$ cat config.mk
export PLATFORM = sky130hd
export DESIGN_NAME = xs_cen_gen_multi
export DESIGN_NICKNAME = d
export VERILOG_FILES = /design/src/rtl/xs_cen_gen_multi.sv
export SDC_FILE = /design/constraint.sdc
export NUM_CORES = 1
export LEC_CHECK = 0
export ABC_AREA = 1
export CORE_MARGIN = 2
export CORE_UTILIZATION = 50
export CTS_BUF_LIST = sky130_fd_sc_hd__clkbuf_2 sky130_fd_sc_hd__clkbuf_4 sky130_fd_sc_hd__clkbuf_8
export DETAILED_ROUTE_END_ITERATION = 7
export GPL_ROUTABILITY_DRIVEN = 0
export GPL_TIMING_DRIVEN = 0
export PLACE_DENSITY = 0.73
export SETUP_SLACK_MARGIN = 0.2
export SYNTH_ARGS = -nofsm -noshare
export SYNTH_HDL_FRONTEND = slang
export SYNTH_SLANG_ARGS = --single-unit
$ cat constraint.sdc
create_clock -name i_clk -period 3.4 [get_ports i_clk]
set_input_delay 0.34 -clock i_clk [delete_from_list [all_inputs] [get_ports i_clk]]
set_output_delay 0.34 -clock i_clk [all_outputs]
set_load 0.03 [all_outputs]
$ cat src/rtl/xs_cen_gen_multi.sv
// xs_cen_gen_multi: multi-channel clock-enable generator on the 48 MHz master clock.
// Each channel has a programmable divisor and phase. It produces a primary enable
// strobe, a strobe offset by half a period, and a counter-wrap strobe.
// Optional fractional-rate enable: define XSCEN_FRAC_EN to add i_frac_num,
// i_frac_den and o_cen_frac.
//
// Handshake / control semantics: there is no valid/ready traffic here. The control
// inputs are level-sampled on every rising edge, and their priority is
// reset > sync > pause > count.
// o_hold_dbg[k] shows the channel state: 0 = RUN, 1 = HOLD (paused).
module xs_cen_gen_multi #(
  parameter int NCH = 4,
  parameter int CW  = 8,
  parameter int FW  = 16
) (
  input  logic              i_clk,
  input  logic              i_rst_n,
  input  logic [NCH*CW-1:0] i_div,
  input  logic [NCH*CW-1:0] i_phase,
  input  logic              i_sync,
  input  logic              i_pause,
`ifdef XSCEN_FRAC_EN
  input  logic [FW-1:0]     i_frac_num,
  input  logic [FW-1:0]     i_frac_den,
  output logic              o_cen_frac,
`endif
  output logic [NCH-1:0]    o_cen,
  output logic [NCH-1:0]    o_cen180,
  output logic [NCH-1:0]    o_wrap,
  output logic [NCH-1:0]    o_hold_dbg
);

  typedef enum logic {ST_RUN = 1'b0, ST_HOLD = 1'b1} st_e;

  // Reject degenerate widths at elaboration time.
  if (NCH < 1 || CW < 1 || FW < 1) begin : g_param_check
    $error("xs_cen_gen_multi: NCH, CW and FW must all be >= 1");
  end

  for (genvar k = 0; k < NCH; k++) begin : g_ch
    logic [CW-1:0] cnt_q, div_sh_q, ph_sh_q;
    logic          cen_q, cen180_q, wrap_q;
    st_e           st_q;

    logic [CW-1:0] div_nx, ph_nx;
    logic [CW:0]   period_w, half_w, sum_w, tgt180_w;
    logic          ph_ok_w, at_end_w;

    // Compute the strobe targets from the shadowed divisor and phase.
    // The half-period sum uses CW+1 bits, so it cannot overflow before the modulo.
    always_comb begin
      div_nx   = i_div[k*CW +: CW];
      ph_nx    = i_phase[k*CW +: CW];
      period_w = {1'b0, div_sh_q} + (CW+1)'(1);
      half_w   = period_w >> 1;
      sum_w    = {1'b0, ph_sh_q} + half_w;
      tgt180_w = (sum_w >= period_w) ? (sum_w - period_w) : sum_w;
      ph_ok_w  = (ph_sh_q <= div_sh_q);
      at_end_w = (cnt_q == div_sh_q);
    end

    // Channel counter, shadow registers, state and registered strobes.
    always_ff @(posedge i_clk) begin
      if (!i_rst_n) begin
        cnt_q    <= '0;
        div_sh_q <= div_nx;
        ph_sh_q  <= ph_nx;
        cen_q    <= 1'b0;
        cen180_q <= 1'b0;
        wrap_q   <= 1'b0;
        st_q     <= ST_RUN;
      end else if (i_sync) begin
        cnt_q    <= '0;
        div_sh_q <= div_nx;
        ph_sh_q  <= ph_nx;
        cen_q    <= 1'b0;
        cen180_q <= 1'b0;
        wrap_q   <= 1'b0;
        st_q     <= i_pause ? ST_HOLD : ST_RUN;
      end else if (i_pause) begin
        cen_q    <= 1'b0;
        cen180_q <= 1'b0;
        wrap_q   <= 1'b0;
        st_q     <= ST_HOLD;
      end else begin
        st_q     <= ST_RUN;
        cen_q    <= ph_ok_w && (cnt_q == ph_sh_q);
        cen180_q <= ph_ok_w && ({1'b0, cnt_q} == tgt180_w);
        wrap_q   <= at_end_w;
        if (at_end_w) begin
          // New divisor and phase take effect only at a period boundary.
          cnt_q    <= '0;
          div_sh_q <= div_nx;
          ph_sh_q  <= ph_nx;
        end else begin
          cnt_q <= cnt_q + CW'(1);
        end
      end
    end

    assign o_cen[k]      = cen_q;
    assign o_cen180[k]   = cen180_q;
    assign o_wrap[k]     = wrap_q;
    assign o_hold_dbg[k] = (st_q == ST_HOLD);
  end

`ifdef XSCEN_FRAC_EN
  logic [FW:0] acc_q;
  logic        cen_frac_q;
  logic [FW:0] acc_n_w, den_w;

  // Next accumulator value, widened by one bit so the sum cannot overflow.
  always_comb begin
    acc_n_w = acc_q + {1'b0, i_frac_num};
    den_w   = {1'b0, i_frac_den};
  end

  // Fractional-rate accumulator: emit a strobe each time the accumulator passes den.
  always_ff @(posedge i_clk) begin
    if (!i_rst_n) begin
      acc_q      <= '0;
      cen_frac_q <= 1'b0;
    end else if (i_sync) begin
      acc_q      <= '0;
      cen_frac_q <= 1'b0;
    end else if (i_pause) begin
      cen_frac_q <= 1'b0;
    end else if (den_w == '0) begin
      acc_q      <= '0;
      cen_frac_q <= 1'b0;
    end else if (acc_n_w >= den_w) begin
      acc_q      <= acc_n_w - den_w;
      cen_frac_q <= 1'b1;
    end else begin
      acc_q      <= acc_n_w;
      cen_frac_q <= 1'b0;
    end
  end

  assign o_cen_frac = cen_frac_q;
`endif

endmodule

## After elaboration in Yosys (flattened, before gate mapping)

Cells that the tools add are included.

| storage, ports and cells | value |
|---|---|
| register bits | 109 |
| output and inout port bits | 16 |

| cells by class | value |
|---|---|
| $lt $le $gt $ge | 8 |
| reductions and logical operators | 14 |
| bitwise logic cells | 1 |
| add/sub/neg operators | 16 |
| muxes and demuxes | 41 |
| equality and inequality tests | 17 |

Operators by type and width:

| operator | count |
|---|---|
| 8-bit 2-to-1 mux | 36 |
| 8-bit == test | 8 |
| 8-bit by 1-bit adder with 9-bit output (second input constant) | 4 |
| 8-bit by 8-bit adder with 9-bit output | 4 |
| 8-bit by 9-bit == test with 1-bit output | 4 |
| 9-bit >= comparator | 4 |
| 9-bit 2-to-1 mux | 4 |
| 9-bit subtractor | 4 |
| 8-bit by 1-bit adder with 8-bit output (second input constant) | 4 |
| 8-bit <= comparator | 4 |
| 3-bit by 1-bit inequality test with 1-bit output (second input constant) | 4 |
| 1-bit logical AND | 8 |
| 2-bit AND reduction | 4 |
| 3-bit inequality test (second input constant) | 1 |
| 3-bit OR reduction | 1 |
| 2-bit OR reduction | 1 |
| 1-bit 2-to-1 mux | 1 |
| 1-bit NOT | 1 |

## Depth between registers and ports, before layout

| depth | value |
|---|---|
| depth after elaboration | 6 |
| depth in mapped cells | 32 |
| gate-level depth less buffers | 31 |

## Worst setup path after synthesis

Ideal clock, no wire load.

| timing path | value |
|---|---|
| path type | register to register |
| start point | register g_ch[2].div_sh_q[1] |
| end point | register g_ch[2].cen180_q |
| arrival time | 3.460 ns |
| path slack | -0.122 ns |
| buffers on the path | 1 |
| stages on the path, launching flop included | 29 |
| period minus slack after synthesis | 3.522 ns |
| cell sequence | edfxtp_1 inv_1 nor3_1 nand3_1 nor2_1 nand2_1 xor2_1 inv_1 ha_1 a21o_1 a21oi_1 nand3b_1 nand2_1 inv_1 ha_1 nand2_1 nor2_4 nand2_1 nor2_2 nor2_4 nand2_4 buf_12 nand2_1 nand2_1 nand2_1 nand3_2 nor2_1 nand2_1 nor2_2 |

| between the ends | value |
|---|---|
| cells in the longest elaborated chain, start to end | 6 |

RTL lines:

| item | line | text |
|---|---|---|
| from (decl) | 41 | `logic [CW-1:0] cnt_q, div_sh_q, ph_sh_q;` |
| from (signal assigned) | 66 | `div_sh_q <= div_nx;` |
| from (signal assigned) | 74 | `div_sh_q <= div_nx;` |
| from (signal assigned) | 93 | `div_sh_q <= div_nx;` |
| 8-bit by 1-bit adder with 9-bit output | 54 | `period_w = {1'b0, div_sh_q} + (CW+1)'(1);` |
| 8-bit by 8-bit adder with 9-bit output | 56 | `sum_w = {1'b0, ph_sh_q} + half_w;` |
| 9-bit subtractor / 9-bit >= comparator (equally long branches) | 57 | `tgt180_w = (sum_w >= period_w) ? (sum_w - period_w) : sum_w;` |
| 9-bit 2-to-1 mux | 57 |  |
| 8-bit by 9-bit == test with 1-bit output | 88 | `cen180_q <= ph_ok_w && ({1'b0, cnt_q} == tgt180_w);` |
| 1-bit logical AND * | 88 |  |
| to (signal assigned) | 88 |  |
| to (decl) | 42 | `logic cen_q, cen180_q, wrap_q;` |

Mark *: on every way between the ends. The rest lies on a longest branch, timed or not.
A chain may end at the register's enable or synchronous reset.

## Worst setup path after layout

Ends and elaborated chain as after synthesis.

==> flow_summary_export.csv <==
group,metric,value,unit
placed_design,io_buffers,83,
clocking,cts_buffer_depth,2,
setup_path,end_kind,"flop",
setup_path,cpLargestDelayFamily,"simple AND/OR/NAND/NOR gates",
sta,slew_violations,0,
floorplanning,ios,84,
global_routing,gr-total-overflow,0,
synthesis,synth.avg_cell_area,6.94,um^2
setup_path,critPathBufInv,3,
clocking,clockRootBuffer,"clkbuf_8",
floorplanning,fp.dieH,147,um
clocking,cts_buffers,9,
synthesis,yosysTopAreaCellShare,0.188,
sta,worst_clock_skew,0.0112,ns
setup_path,r2r_start,"g_ch[2].div_sh_q[1]$_DFFE_PP_",
setup_path,crit_fanout,7,
layout,diodes,0,
sta,fin_ws,-0.357,ns
pwr,power_density,426,nW/um^2
detailed_routing,viasPerCell,5.35,
clocking,clock_sinks,109,
setup_path,crit_path_frequent_cell,"nand2_2",
sta,max_slew_margin,0.303,
detailed_routing,wl_per_cell,14.6,um
sta,worst_pin_slew,1.05,ns
hold_path,hold_end,"g_ch[0].div_sh_q[4]$_DFFE_PP_",
sta,holdWs,0.488,ns
layout,drive_gt1_frac,0.228,
synthesis,netlist_area,10200,um^2
pwr,vdd_drop_max,0.241,mV
layout,area_delta_synth_final,32.9,%
clocking,clkTransAtPathRegs,0.11,ns
setup_path,reg2reg_slack,-0.36,ns
synthesis,synth_nets,1658,
sta,hold_viol,0,
layout,layout_common_cells,"386 x nand2_1, 204 x inv_1, 112 x nand3_1",
synthesis,synth_seq_cells,109,
sta,setup_violations,4,
sta,finalSetupTns,-1.25,ns
detailed_routing,wirelength,28.1,mm
setup_path,worst-endpoint-arrival,4.09,ns
synthesis,synth_ff_type,"edfxtp_1",
pwr,leakage,6.31,nW
run_status,status,"finished, violations left",
layout,fill_cells,1672,
setup_path,worst_path_max_delay_cell,"edfxtp_1",
clocking,insertion_delay,0.40,ns
setup_path,ff2ff_path_depth,24,
sta,rsz0062_at_grt,"true",
detailed_routing,route.detailed.drc,0,
synthesis,synthArstFlopShare,0,
setup_path,max_stage_delay,0.44,ns
floorplanning,core,20200,um^2
detailed_routing,drt_first_pass_iters,5,
floorplanning,dieArea,21600,um^2
clocking,cts_tree,"yes",
global_routing,grt_max_degree,23,
global_routing,grt_pass1_vias,9844,
detailed_routing,dr_total_vias,10300,
setup_path,worstPathCellList,"buf_4, ha_4, xor2_1, ha_1, nand3_1, nand2_2, a21oi_2, xor2_2, ha_1, nand2_2, nor2_4, nand2_2, nor2_4, nor2_4, nand2_4, buf_12, buf_12, nand3_4, nand2_2, nand2_1, nand2_1, nor2_1, nand2_1, nor2_2",
synthesis,synth_cell_types,45,
sta,final.period_utilization,1.11,
setup_path,worstPathRequired,3.73,ns
global_routing,grt_usage,0.250,
sta,fin_crit,3.76,ns
floorplanning,fp-row-count,52,
hold_path,whs_path_depth,1,
synthesis,yosys.area.top_type,"edfxtp_1",
sta,max_freq,266,MHz
synthesis,synth_edf_count,64,
layout,final_net_count,1841,
setup_path,critPathLaunchType,"flop",
layout,final_common_cell,"nand2_1",
run_status,violations,"negative setup slack",
synthesis,yosysSeqAreaShare,0.276,
hold_path,worstHoldStart,"i_div[4]",
hold_path,hp-class,"in2reg",
synthesis,ys_warn_count,0,
flow_run,maxCapViolations,0,
clocking,cts_max_level,3,
detailed_routing,drtIter0Drc,718,
floorplanning,die_w,147,um
setup_path,crit_type,"reg2reg",
setup_path,rr_endpoint,"g_ch[2].cen180_q$_SDFF_PP0_",
synthesis,synthTopCellsByArea,"edfxtp_1 19%, nand2_1 16%, ha_1 14%, dfxtp_1 8.8%, inv_1 8.6%",
floorplanning,start_util,0.506,
placed_design,hpwl,20.4,mm
global_routing,antenna_found_initial,0,
global_routing,grt_pass1_wl,44.8,mm
detailed_routing,ant_nets,0,
synthesis,synthCells,1471,
-- state kept, by name (all words and copies together), names as in the netlist --
name / cells
g_ch.cen180_q: 4
g_ch.cen_q: 4
g_ch.cnt_q: 32
g_ch.div_sh_q: 32
g_ch.ph_sh_q: 32
g_ch.st_q: 1
g_ch.wrap_q: 4
-- through the flow --
stage | instances | power [mW] | utilization | setup slack, ns | cell area, um^2
5_1_grt | 1929 | 6.24 | 0.673 | -0.522 | 13600
6_report | 1929 | 5.78 | 0.673 | -0.357 | 13600
3_5_place_dp | 1824 | 4.26 | 0.576 | -0.689 | 11600
3_3_place_gp | 1824 | 4.20 | 0.576 | -0.693 | 11600
4_1_cts | 1906 | 5.50 | 0.645 | -0.282 | 13000
2_1_floorplan | 1471 | 3.68 | - | 0.0446 | 10500
-- power by group --
part / leakage [nW] / switching (mW) / internal, mW
Sequential: 1.02 / 0.0851 / 1.46
Clock: 0.104 / 0.464 / 0.350
Combinational: 5.19 / 1.97 / 1.45
Total: 6.31 / 2.52 / 3.26
-- logic make-up after synthesis --
family / count (synthesis) / synth area share
simple gates: 783 / 0.340
buf+inv: 265 / 0.106
compound gates: 135 / 0.0745
fa+ha+maj: 119 / 0.152
flops: 109 / 0.276
xor+xnor: 60 / 0.0515
-- cell usage after synthesis, types with 3 or more instances --
cell type,instances
nor2_1,97
nand2_1,434
o21ai_2,4
o21ai_0,34
xnor2_1,9
a21o_1,4
clkinv_1,5
o21a_1,4
o21bai_1,3
buf_2,4
nor3_1,25
buf_4,16
nand3_1,131
o22ai_1,7
a221oi_1,5
fa_1,8
nand2_2,9
edfxtp_1,64
nor2_2,4
ha_1,111
nor4_1,14
nand3_2,9
dfxtp_1,45
nand4_1,29
nor2_4,3
nand3b_1,10
a21oi_1,66
inv_1,235
nor3b_1,13
xor2_1,51
-- cell type report --
cell class	count	area [um^2]	share of cell area
multi-input cells	1099	7600	0.560
flip-flops and latches	109	2820	0.208
repair buffers	170	1510	0.111
inverters	241	925	0.0682
well taps	270	338	0.0249
plain buffers	24	180	0.0133
clock buffers	10	131	0.00968
clock inverters	6	62.6	0.00461
-- repair_timing --
item | CTS | global route
buffers inserted | 63 | 23
cloned | 3 | 0
endpoints found under the setup margin | 4 | 4
gates resized for setup | 130 | 96
hold endpoints to repair | 0 | 0
pin swaps | 68 | 95
hold buffers | 0 | 0
-- worst max path at each step --
stage | startpoint | to | slack (ns) | cells after the start
after floorplan | g_ch[1].div_sh_q[2]$_DFFE_PP_ | g_ch[1].cen180_q$_SDFF_PP0_ | 0.04 | 26
after global placement | g_ch[1].div_sh_q[2]$_DFFE_PP_ | g_ch[1].cen180_q$_SDFF_PP0_ | -0.69 | 26
after detailed placement | g_ch[1].div_sh_q[2]$_DFFE_PP_ | g_ch[1].cen180_q$_SDFF_PP0_ | -0.69 | 26
after CTS | g_ch[2].div_sh_q[1]$_DFFE_PP_ | g_ch[2].cen180_q$_SDFF_PP0_ | -0.28 | 31
after global routing | g_ch[2].div_sh_q[1]$_DFFE_PP_ | g_ch[2].cen180_q$_SDFF_PP0_ | -0.52 | 24
final | g_ch[2].div_sh_q[1]$_DFFE_PP_ | g_ch[2].cen180_q$_SDFF_PP0_ | -0.36 | 24
-- per-layer routing --
metal	global-route usage	vias up	routed length, um
met5	0	-	0
met4	0.0923	0	807
met3	0.0252	74	1260
met2	0.449	304	14100
met1	0.312	4779	11900
li1	-	5160	-
-- worst reg2reg max path, cell delays in order (launching register included) --
cell and delay (ns):
edfxtp_1 0.44, buf_4 0.17, ha_4 0.16, xor2_1 0.34
ha_1 0.31, nand3_1 0.14, nand2_2 0.13, a21oi_2 0.21
xor2_2 0.22, ha_1 0.29, nand2_2 0.11, nor2_4 0.05
nand2_2 0.08, nor2_4 0.04, nor2_4 0.19, nand2_4 0.10
buf_12 0.15, buf_12 0.13, nand3_4 0.06, nand2_2 0.04
nand2_1 0.05, nand2_1 0.06, nor2_1 0.08, nand2_1 0.07
nor2_2 0.09
No activity file was read; power rests on OpenSTA's default activity.
